**src/rtl/ro_scan_ctrl_if.sv**
```systemverilog
// Result channel of the RO scan sequencer: one {index, count, overflow} record per measured RO.
// valid/ready: the producer holds res_valid and the payload stable until the cycle where res_valid & res_ready are both high.
interface ro_scan_ctrl_if #(
  parameter int IDX_W = 8,
  parameter int CNT_W = 16
);
  logic             res_valid;
  logic             res_ready;
  logic [IDX_W-1:0] res_idx;
  logic [CNT_W-1:0] res_count;
  logic             res_ovf;

  modport master (output res_valid, res_idx, res_count, res_ovf, input res_ready);
  modport slave  (input res_valid, res_idx, res_count, res_ovf, output res_ready);
endinterface

```
**src/rtl/ro_scan_ctrl.sv**
```systemverilog
// Ring-oscillator scan sequencer: enable one RO, settle, count prescaled edges over a
// fixed gate window, and report {index, count, overflow} on a valid/ready channel.
module ro_scan_ctrl #(
  parameter int NUM_RO        = 190,
  parameter int IDX_W         = 8,
  parameter int CNT_W         = 16,
  parameter int GATE_CYCLES   = 4096,
  parameter int SETTLE_CYCLES = 16
) (
  input  logic              clk,
  input  logic              rst_n,
  input  logic              start,
  input  logic              scan_all,
  input  logic [IDX_W-1:0]  start_idx,
  input  logic              abort,
  output logic [NUM_RO-1:0] ro_en,
  output logic [IDX_W-1:0]  ro_sel,
  input  logic              ro_meas,
  ro_scan_ctrl_if.master    res,
  output logic              busy,
  output logic              done,
  output logic [1:0]        state_dbg
);

  typedef enum logic [1:0] {IDLE, SETTLE, GATE, REPORT} state_t;

  localparam int PH_MAX = (GATE_CYCLES > SETTLE_CYCLES) ? GATE_CYCLES : SETTLE_CYCLES;
  localparam int PH_W   = $clog2(PH_MAX);
  localparam logic [IDX_W-1:0] LAST_RO   = IDX_W'(NUM_RO - 1);
  localparam logic [CNT_W-1:0] CNT_MAX   = '1;
  localparam logic [PH_W-1:0]  SETTLE_LD = PH_W'(SETTLE_CYCLES - 1);
  localparam logic [PH_W-1:0]  GATE_LD   = PH_W'(GATE_CYCLES - 1);

  state_t           state, state_nx;
  logic [IDX_W-1:0] idx, last, start_clamped;
  logic [PH_W-1:0]  phase;
  logic [CNT_W-1:0] count;
  logic             ovf;
  logic             meas_s1, meas_s2, meas_d, meas_rise;
  logic             handshake;

  assign start_clamped = (start_idx > LAST_RO) ? LAST_RO : start_idx;
  assign handshake     = (state == REPORT) && res.res_ready;

  // The edge history tracks the synced level continuously, so whatever level is
  // present when the gate opens is never mistaken for an edge.
  always_ff @(posedge clk or negedge rst_n) begin
    if (!rst_n) begin
      meas_s1 <= 1'b0;
      meas_s2 <= 1'b0;
      meas_d  <= 1'b0;
    end else begin
      meas_s1 <= ro_meas;
      meas_s2 <= meas_s1;
      meas_d  <= meas_s2;
    end
  end
  assign meas_rise = meas_s2 & ~meas_d;

  always_ff @(posedge clk or negedge rst_n) begin
    if (!rst_n) state <= IDLE;
    else        state <= state_nx;
  end

  // abort outranks start in IDLE and the handshake in REPORT
  always_comb begin
    state_nx = state;
    case (state)
      IDLE:    if (start && !abort) state_nx = SETTLE;
      SETTLE:  if (abort) state_nx = IDLE; else if (phase == '0) state_nx = GATE;
      GATE:    if (abort) state_nx = IDLE; else if (phase == '0) state_nx = REPORT;
      REPORT:  if (abort) state_nx = IDLE;
               else if (handshake) state_nx = (idx == last) ? IDLE : SETTLE;
      default: state_nx = IDLE;
    endcase
  end

  always_ff @(posedge clk or negedge rst_n) begin
    if (!rst_n) begin
      idx   <= '0;
      last  <= '0;
      phase <= '0;
      count <= '0;
      ovf   <= 1'b0;
      done  <= 1'b0;
    end else begin
      done <= (state != IDLE) && (state_nx == IDLE);
      case (state)
        IDLE: if (state_nx == SETTLE) begin
          idx   <= scan_all ? '0 : start_clamped;
          last  <= scan_all ? LAST_RO : start_clamped;
          phase <= SETTLE_LD;
          count <= '0;
          ovf   <= 1'b0;
        end
        SETTLE: begin
          if (state_nx == GATE)  phase <= GATE_LD;
          else if (phase != '0) phase <= phase - PH_W'(1);
        end
        GATE: begin
          if (phase != '0) phase <= phase - PH_W'(1);
          if (meas_rise && count != CNT_MAX) begin
            count <= count + CNT_W'(1);
            if (count == CNT_MAX - CNT_W'(1)) ovf <= 1'b1;
          end
        end
        REPORT: if (state_nx == SETTLE) begin
          idx   <= idx + IDX_W'(1);
          phase <= SETTLE_LD;
          count <= '0;
          ovf   <= 1'b0;
        end
        default: ;
      endcase
    end
  end

  always_comb begin
    ro_en = '0;
    for (int i = 0; i < NUM_RO; i++)
      ro_en[i] = ((state == SETTLE) || (state == GATE)) && (idx == IDX_W'(i));
  end

  assign ro_sel        = (state == IDLE) ? '0 : idx;
  assign busy          = (state != IDLE);
  assign state_dbg     = state;
  assign res.res_valid = (state == REPORT);
  assign res.res_idx   = (state == REPORT) ? idx : '0;
  assign res.res_count = (state == REPORT) ? count : '0;
  assign res.res_ovf   = (state == REPORT) && ovf;

endmodule

```
**src/flat_wrapper.sv**
```systemverilog
// flat-port wrapper written by rule: the top's interface ports become plain ports
module ro_scan_ctrl_flat 
#(
  parameter int NUM_RO        = 190,
  parameter int IDX_W         = 8,
  parameter int CNT_W         = 16,
  parameter int GATE_CYCLES   = 4096,
  parameter int SETTLE_CYCLES = 16
)
  (clk, rst_n, start, scan_all, start_idx, abort, ro_en, ro_sel, ro_meas, busy, done, state_dbg, res_res_valid, res_res_idx, res_res_count, res_res_ovf, res_res_ready);
  ro_scan_ctrl_if #(.IDX_W(IDX_W), .CNT_W(CNT_W)) res_i ();
  input  logic clk;
  input  logic rst_n;
  input  logic start;
  input  logic scan_all;
  input  logic [IDX_W-1:0] start_idx;
  input  logic abort;
  output logic [NUM_RO-1:0] ro_en;
  output logic [IDX_W-1:0] ro_sel;
  input  logic ro_meas;
  output logic busy;
  output logic done;
  output logic [1:0] state_dbg;
  output wire logic [$bits(res_i.res_valid)-1:0] res_res_valid;
  output wire logic [$bits(res_i.res_idx)-1:0] res_res_idx;
  output wire logic [$bits(res_i.res_count)-1:0] res_res_count;
  output wire logic [$bits(res_i.res_ovf)-1:0] res_res_ovf;
  input wire logic [$bits(res_i.res_ready)-1:0] res_res_ready;
  assign res_res_valid = res_i.res_valid;
  assign res_res_idx = res_i.res_idx;
  assign res_res_count = res_i.res_count;
  assign res_res_ovf = res_i.res_ovf;
  assign res_i.res_ready = res_res_ready;
  ro_scan_ctrl #(.NUM_RO(NUM_RO), .IDX_W(IDX_W), .CNT_W(CNT_W), .GATE_CYCLES(GATE_CYCLES), .SETTLE_CYCLES(SETTLE_CYCLES)) u_core (.clk(clk), .rst_n(rst_n), .start(start), .scan_all(scan_all), .start_idx(start_idx), .abort(abort), .ro_en(ro_en), .ro_sel(ro_sel), .ro_meas(ro_meas), .res(res_i), .busy(busy), .done(done), .state_dbg(state_dbg));
endmodule
```
**config.mk**
```make
export PLATFORM = sky130hd
export DESIGN_NAME = ro_scan_ctrl_flat
export DESIGN_NICKNAME = d
export VERILOG_FILES = /design/src/rtl/ro_scan_ctrl_if.sv /design/src/rtl/ro_scan_ctrl.sv /design/src/flat_wrapper.sv
export SDC_FILE = /design/constraint.sdc
export NUM_CORES = 1
export LEC_CHECK = 0
export CAP_MARGIN = 20
export CORE_ASPECT_RATIO = 0.75
export CORE_MARGIN = 1
export CORE_UTILIZATION = 40
export DETAILED_ROUTE_END_ITERATION = 7
export GPL_ROUTABILITY_DRIVEN = 0
export GPL_TIMING_DRIVEN = 0
export PLACE_DENSITY = 0.84
export RECOVER_POWER = 50
export SLEW_MARGIN = 20
export SYNTH_ARGS = -nofsm -noshare
export SYNTH_HDL_FRONTEND = slang
export SYNTH_SLANG_ARGS = --single-unit
```
**constraint.sdc**
```tcl
create_clock -name clk -period 2.86 [get_ports clk]
set_input_delay 0.429 -clock clk [delete_from_list [all_inputs] [get_ports clk]]
set_output_delay 0.429 -clock clk [all_outputs]
set_load 0.03 [all_outputs]
```
==> tab_implementation.tex <==
\begin{tabular}{lr}
\hline
Metric & Value \\
\hline
\multicolumn{2}{l}{\textbf{Critical path}} \\
\quad Data arrival time of the critical path & 2390 ps \\
\quad Startpoint types & register \\
\quad Setup crit start & u\_core.state\_dbg[1] \\
\quad Critical Path Sink Type & output pin \\
\quad Top fanout value on the critical path & 10 \\
\quad Required time at the endpoint of the critical path & roughly 2400 ps \\
\quad Reg2Reg Launch Point & u\_core.phase[0] \\
\quad Start-to-end type of the worst setup path & reg2out \\
\multicolumn{2}{l}{\textbf{Placement}} \\
\quad Port-buffer cells & around 240 \\
\quad Post-DP HPWL & around 15000 um \\
\quad Placed cell count & 1047 \\
\multicolumn{2}{l}{\textbf{STA}} \\
\quad Slew at the pin closest to its max-slew limit & about 1300 ps \\
\quad Count of pins over their slew limit & 0 \\
\quad Shortest period the worst path allows & approximately 2800 ps \\
\quad Final critical-path share of the clock period & a little over nine tenths \\
\quad Finish-stage setup viols & 0 \\
\quad Final worst hold slack & 348 ps \\
\quad Setup TNS after final layout & 0 ps \\
\quad Unrepaired setup endpoints after global routing & true \\
\quad Worst slew margin & roughly 15\% \\
\quad Upper clock frequency limit & between 0.3 and 0.4 GHz \\
\quad Skew final & 4.09 ps \\
\quad Final hold violations & 0 \\
\multicolumn{2}{l}{\textbf{CTS}} \\
\quad Worst-path clk slew & roughly 60 ps \\
\quad Clock tree from TritonCTS & done \\
\quad CTS H-Tree Depth & 2 \\
\quad Source-to-sink clock delay at the later pin of the worst-skew pair & roughly 290 ps \\
\quad Clock Sink Count & 51 \\
\quad Total CTS buffers & 5 \\
\quad Number of hold buffers added after cts & 0 \\
\quad Cell at the root of the clock tree & sky130\_fd\_sc\_hd\_\_clkbuf\_16 \\
\quad Clock buffer depth & 2 \\
\multicolumn{2}{l}{\textbf{Outcome}} \\
\quad Outcome & finished, final reports clean \\
\multicolumn{2}{l}{\textbf{Die}} \\
\quad Initial Util & between 40\% and 50\% \\
\quad Cell Rows & 32 \\
\quad Area of the core region & approximately 11000 um2 \\
\quad Ports placed on the boundary & roughly 240 \\
\quad Area of the die & between 10000 and 15000 um2 \\
\quad Die boundary height & between 90 and 100 um \\
\quad Width of the chip & 123 um \\
\multicolumn{2}{l}{\textbf{Logic synthesis}} \\
\quad Yosys Warn Count & 0 \\
\quad Multiplexer area fraction after synthesis & 1.13\% \\
\quad Cells after synthesis & 669 \\
\quad FF+latch count, synth & 51 \\
\quad Number of synthesized flops with an enable pin & 0 \\
\quad Synthesized area per cell & about 6.6 um2 \\
\quad XOR/XNOR Fraction of Synth Area & between 1.5 and 2\% \\
\quad Post-synth top cells & 237 x sky130\_fd\_sc\_hd\_\_nor2\_1, 56 x sky130\_fd\_sc\_hd\_\_nand2\_1, 51 x sky130\_fd\_sc\_hd\_\_dfrtp\_1 \\
\quad Post-synthesis cell type count & 58 \\
\quad Synthesized-area fraction occupied by and/or/nand/nor cells & around two fifths \\
\quad Synth Area in Compound Gates & between 10\% and 20\% \\
\quad Post-synthesis share of cell area spent on full adders, half adders and majority gates & 3.11\% \\
\quad Post-synthesis instance area & between 4000 and 5000 um2 \\
\quad Seq/Total Area, Yosys & roughly 29\% \\
\quad Cell types with the largest area share after synthesis & sky130\_fd\_sc\_hd\_\_dfrtp\_1 29\%, sky130\_fd\_sc\_hd\_\_nor2\_1 20\%, sky130\_fd\_sc\_hd\_\_nand2\_1 4.8\%, sky130\_fd\_sc\_hd\_\_and2\_1 3.7\%, sky130\_fd\_sc\_hd\_\_nand3\_1 3.5\% \\
\quad Post-synth top area cell & sky130\_fd\_sc\_hd\_\_dfrtp\_1 \\
\quad Area share of the leading cell type in the synthesized netlist & 28.9\% \\
\quad Async S/R FF share, synth & between 90\% and 100\% \\
\quad Most instantiated library cell after synthesis & sky130\_fd\_sc\_hd\_\_nor2\_1 \\
\quad Largest family of logic cells by synthesized area & simple AND/OR/NAND/NOR gates \\
\quad Net count after synthesis & about 700 \\
\quad Primary flip-flop cell chosen by synthesis mapping & sky130\_fd\_sc\_hd\_\_dfrtp\_1 \\
\multicolumn{2}{l}{\textbf{Drt}} \\
\quad Overall via count from detail\_route & 5921 \\
\quad WL/cell & between 15 and 20 um \\
\quad 1st-pass router iterations & 5 \\
\quad Mean number of vias per cell & between 5 and 6 \\
\quad Count of antenna-violating nets left after detailed routing & 0 \\
\quad Post-route DRC & 0 \\
\quad Overall routed net length & 19800 um \\
\quad Iter 0 DRT Violations & 500 \\
\multicolumn{2}{l}{\textbf{GRT}} \\
\quad Pin count of the biggest net entering global routing & between 50 and 60 \\
\quad Total overflow reported by the global router & 0 \\
\quad Antenna violations before repair & 0 \\
\quad Number of global-route vias before repair & $\sim$5300 \\
\quad Wire length of the first global-routing pass & 29500 um \\
\quad Total track usage & 33.5\% \\
\multicolumn{2}{l}{\textbf{Layout}} \\
\quad Net total in the final layout & between 900 and 1000 \\
\quad Area growth from synthesis to layout & 68.6\% \\
\quad Share of layout cells above drive strength 1 & between 20\% and 30\% \\
\quad Final non-filler cell total & approximately 1100 \\
\quad Number of antenna repair diodes & 0 \\
\multicolumn{2}{l}{\textbf{Hold path}} \\
\quad Worst Hold Launch & u\_core.meas\_s1 \\
\quad Worst hold path class & reg2reg \\
\multicolumn{2}{l}{\textbf{Power and ir drop}} \\
\quad Pwr Density & 691 nW/um2 \\
\quad Static leakage & 0.00295 uW \\
\quad Worst ir drop on vdd & between 300 and 400 uV \\
\multicolumn{2}{l}{\textbf{Flow run}} \\
\quad Max-cap check violation count & 0 \\
\hline
\end{tabular}
[per-stage QoR]
step	util, %	instance area, um2	total power (uW)	worst slack (ps)
global route	70.8	7460	5450	-77.0
CTS	70.7	7450	4860	-41.3
detailed placement	66.6	7010	4070	-1170
floorplan	-	4420	3170	-133
finish	70.8	7460	5150	40.1
global placement	66.6	7020	4020	-1170
[final timing paths]
check                           cells past startpoint  slack, ps                  end
worst max-delay path                                7         40            ro_en[98]
min in group asynchronous                           1        410       u_core.meas_s1
worst min-delay path                                0        350       u_core.meas_s2
worst min register to register                      0        350       u_core.meas_s2
worst max register to register                     11         70      u_core.count[8]
max in group asynchronous                           1       1620  u_core.state_dbg[1]
[metal layers]
metal	global-route usage, %	part of all wire, %	vias to the layer above
li1	-	-	2739
met3	6.95	9.4	45
met2	52.0	46	351
met5	0	0	-
met1	45.7	42	2786
met4	11.7	2.6	0
[power breakdown]
group / leakage, uW / total (uW) / internal (uW) / switching, uW
Sequential: 0.000647 / 1250 / 941 / 313
Combinational: 0.00224 / 3310 / 1100 / 2210
Clock: 0.0000669 / 586 / 323 / 263
[timing repair]
action                     in CTS  in global routing
setup endpoints to repair     251                209
setup buffers                   2                  3
gates resized for setup       552                 73
pin swaps                       1                  0
[logic make-up after synthesis]
group / Yosys count
AND/OR/NAND/NOR: 408
AO/OA/AOI/OAI: 125
buffers and inverters: 61
flip-flops: 51
adder cells (fa/ha/maj): 11
XOR/XNOR: 8
multiplexers: 5
[cells in the final DEF (no fill, tap or decap), types with 4 or more instances in the layout]
cell type                         instances
sky130_fd_sc_hd__nand2b_1                 5
sky130_fd_sc_hd__clkdlybuf4s15_2        126
sky130_fd_sc_hd__or3_1                    4
sky130_fd_sc_hd__nand3_1                 12
sky130_fd_sc_hd__dlygate4sd2_1           54
sky130_fd_sc_hd__clkdlybuf4s50_1         27
sky130_fd_sc_hd__nand3_4                 14
sky130_fd_sc_hd__xnor2_1                  8
sky130_fd_sc_hd__clkbuf_2                38
sky130_fd_sc_hd__ha_1                     8
sky130_fd_sc_hd__nand3_2                  5
sky130_fd_sc_hd__nor2_4                   4
sky130_fd_sc_hd__o21ai_1                  4
sky130_fd_sc_hd__nand2_1                 56
sky130_fd_sc_hd__a31oi_1                 10
sky130_fd_sc_hd__a22o_1                  14
sky130_fd_sc_hd__buf_2                    5
sky130_fd_sc_hd__clkbuf_1                11
sky130_fd_sc_hd__buf_4                    8
sky130_fd_sc_hd__a21o_1                   4
sky130_fd_sc_hd__inv_1                   19
sky130_fd_sc_hd__o21ai_0                 28
sky130_fd_sc_hd__a21oi_1                 28
sky130_fd_sc_hd__dfrtp_1                 49
sky130_fd_sc_hd__dlygate4sd3_1            4
sky130_fd_sc_hd__o22ai_1                  4
sky130_fd_sc_hd__clkbuf_16                5
sky130_fd_sc_hd__and2_1                  26
sky130_fd_sc_hd__mux2i_1                  5
sky130_fd_sc_hd__nor2_1                 229
sky130_fd_sc_hd__nor2b_1                 14
sky130_fd_sc_hd__nor2_2                   5
sky130_fd_sc_hd__o22a_1                   4
sky130_fd_sc_hd__nor3_1                  13
[critical path, stage by stage, from the launching register on]
cell,delay [ps]
sky130_fd_sc_hd__dfrtp_2,430
sky130_fd_sc_hd__inv_1,140
sky130_fd_sc_hd__ha_4,350
sky130_fd_sc_hd__clkbuf_8,220
sky130_fd_sc_hd__buf_8,220
sky130_fd_sc_hd__nand3_4,200
sky130_fd_sc_hd__nor2_4,220
sky130_fd_sc_hd__clkdlybuf4s15_2,320
[flip-flops by register name (all words and copies together), names as in the netlist]
register and count:
u_core.count 16, u_core.done 1, u_core.idx 8, u_core.last 8, u_core.meas_d 1, u_core.meas_s1 1
u_core.meas_s2 1, u_core.ovf 1, u_core.phase 12, u_core.state_dbg 2
[layout make-up]
| class | count | area (um2) |
|---|---|---|
| flip-flops and latches | 51 | 1280 |
| well taps | 136 | 170 |
| fillers | 892 | 3070 |
| multi-input cells | 557 | 3200 |
| clock buffers | 6 | 129 |
| clock inverters | 2 | 12.5 |
| repair buffers | 247 | 2400 |
| plain buffers | 33 | 196 |
| inverters | 19 | 71.3 |
No activity file was read; power rests on OpenSTA's default activity.
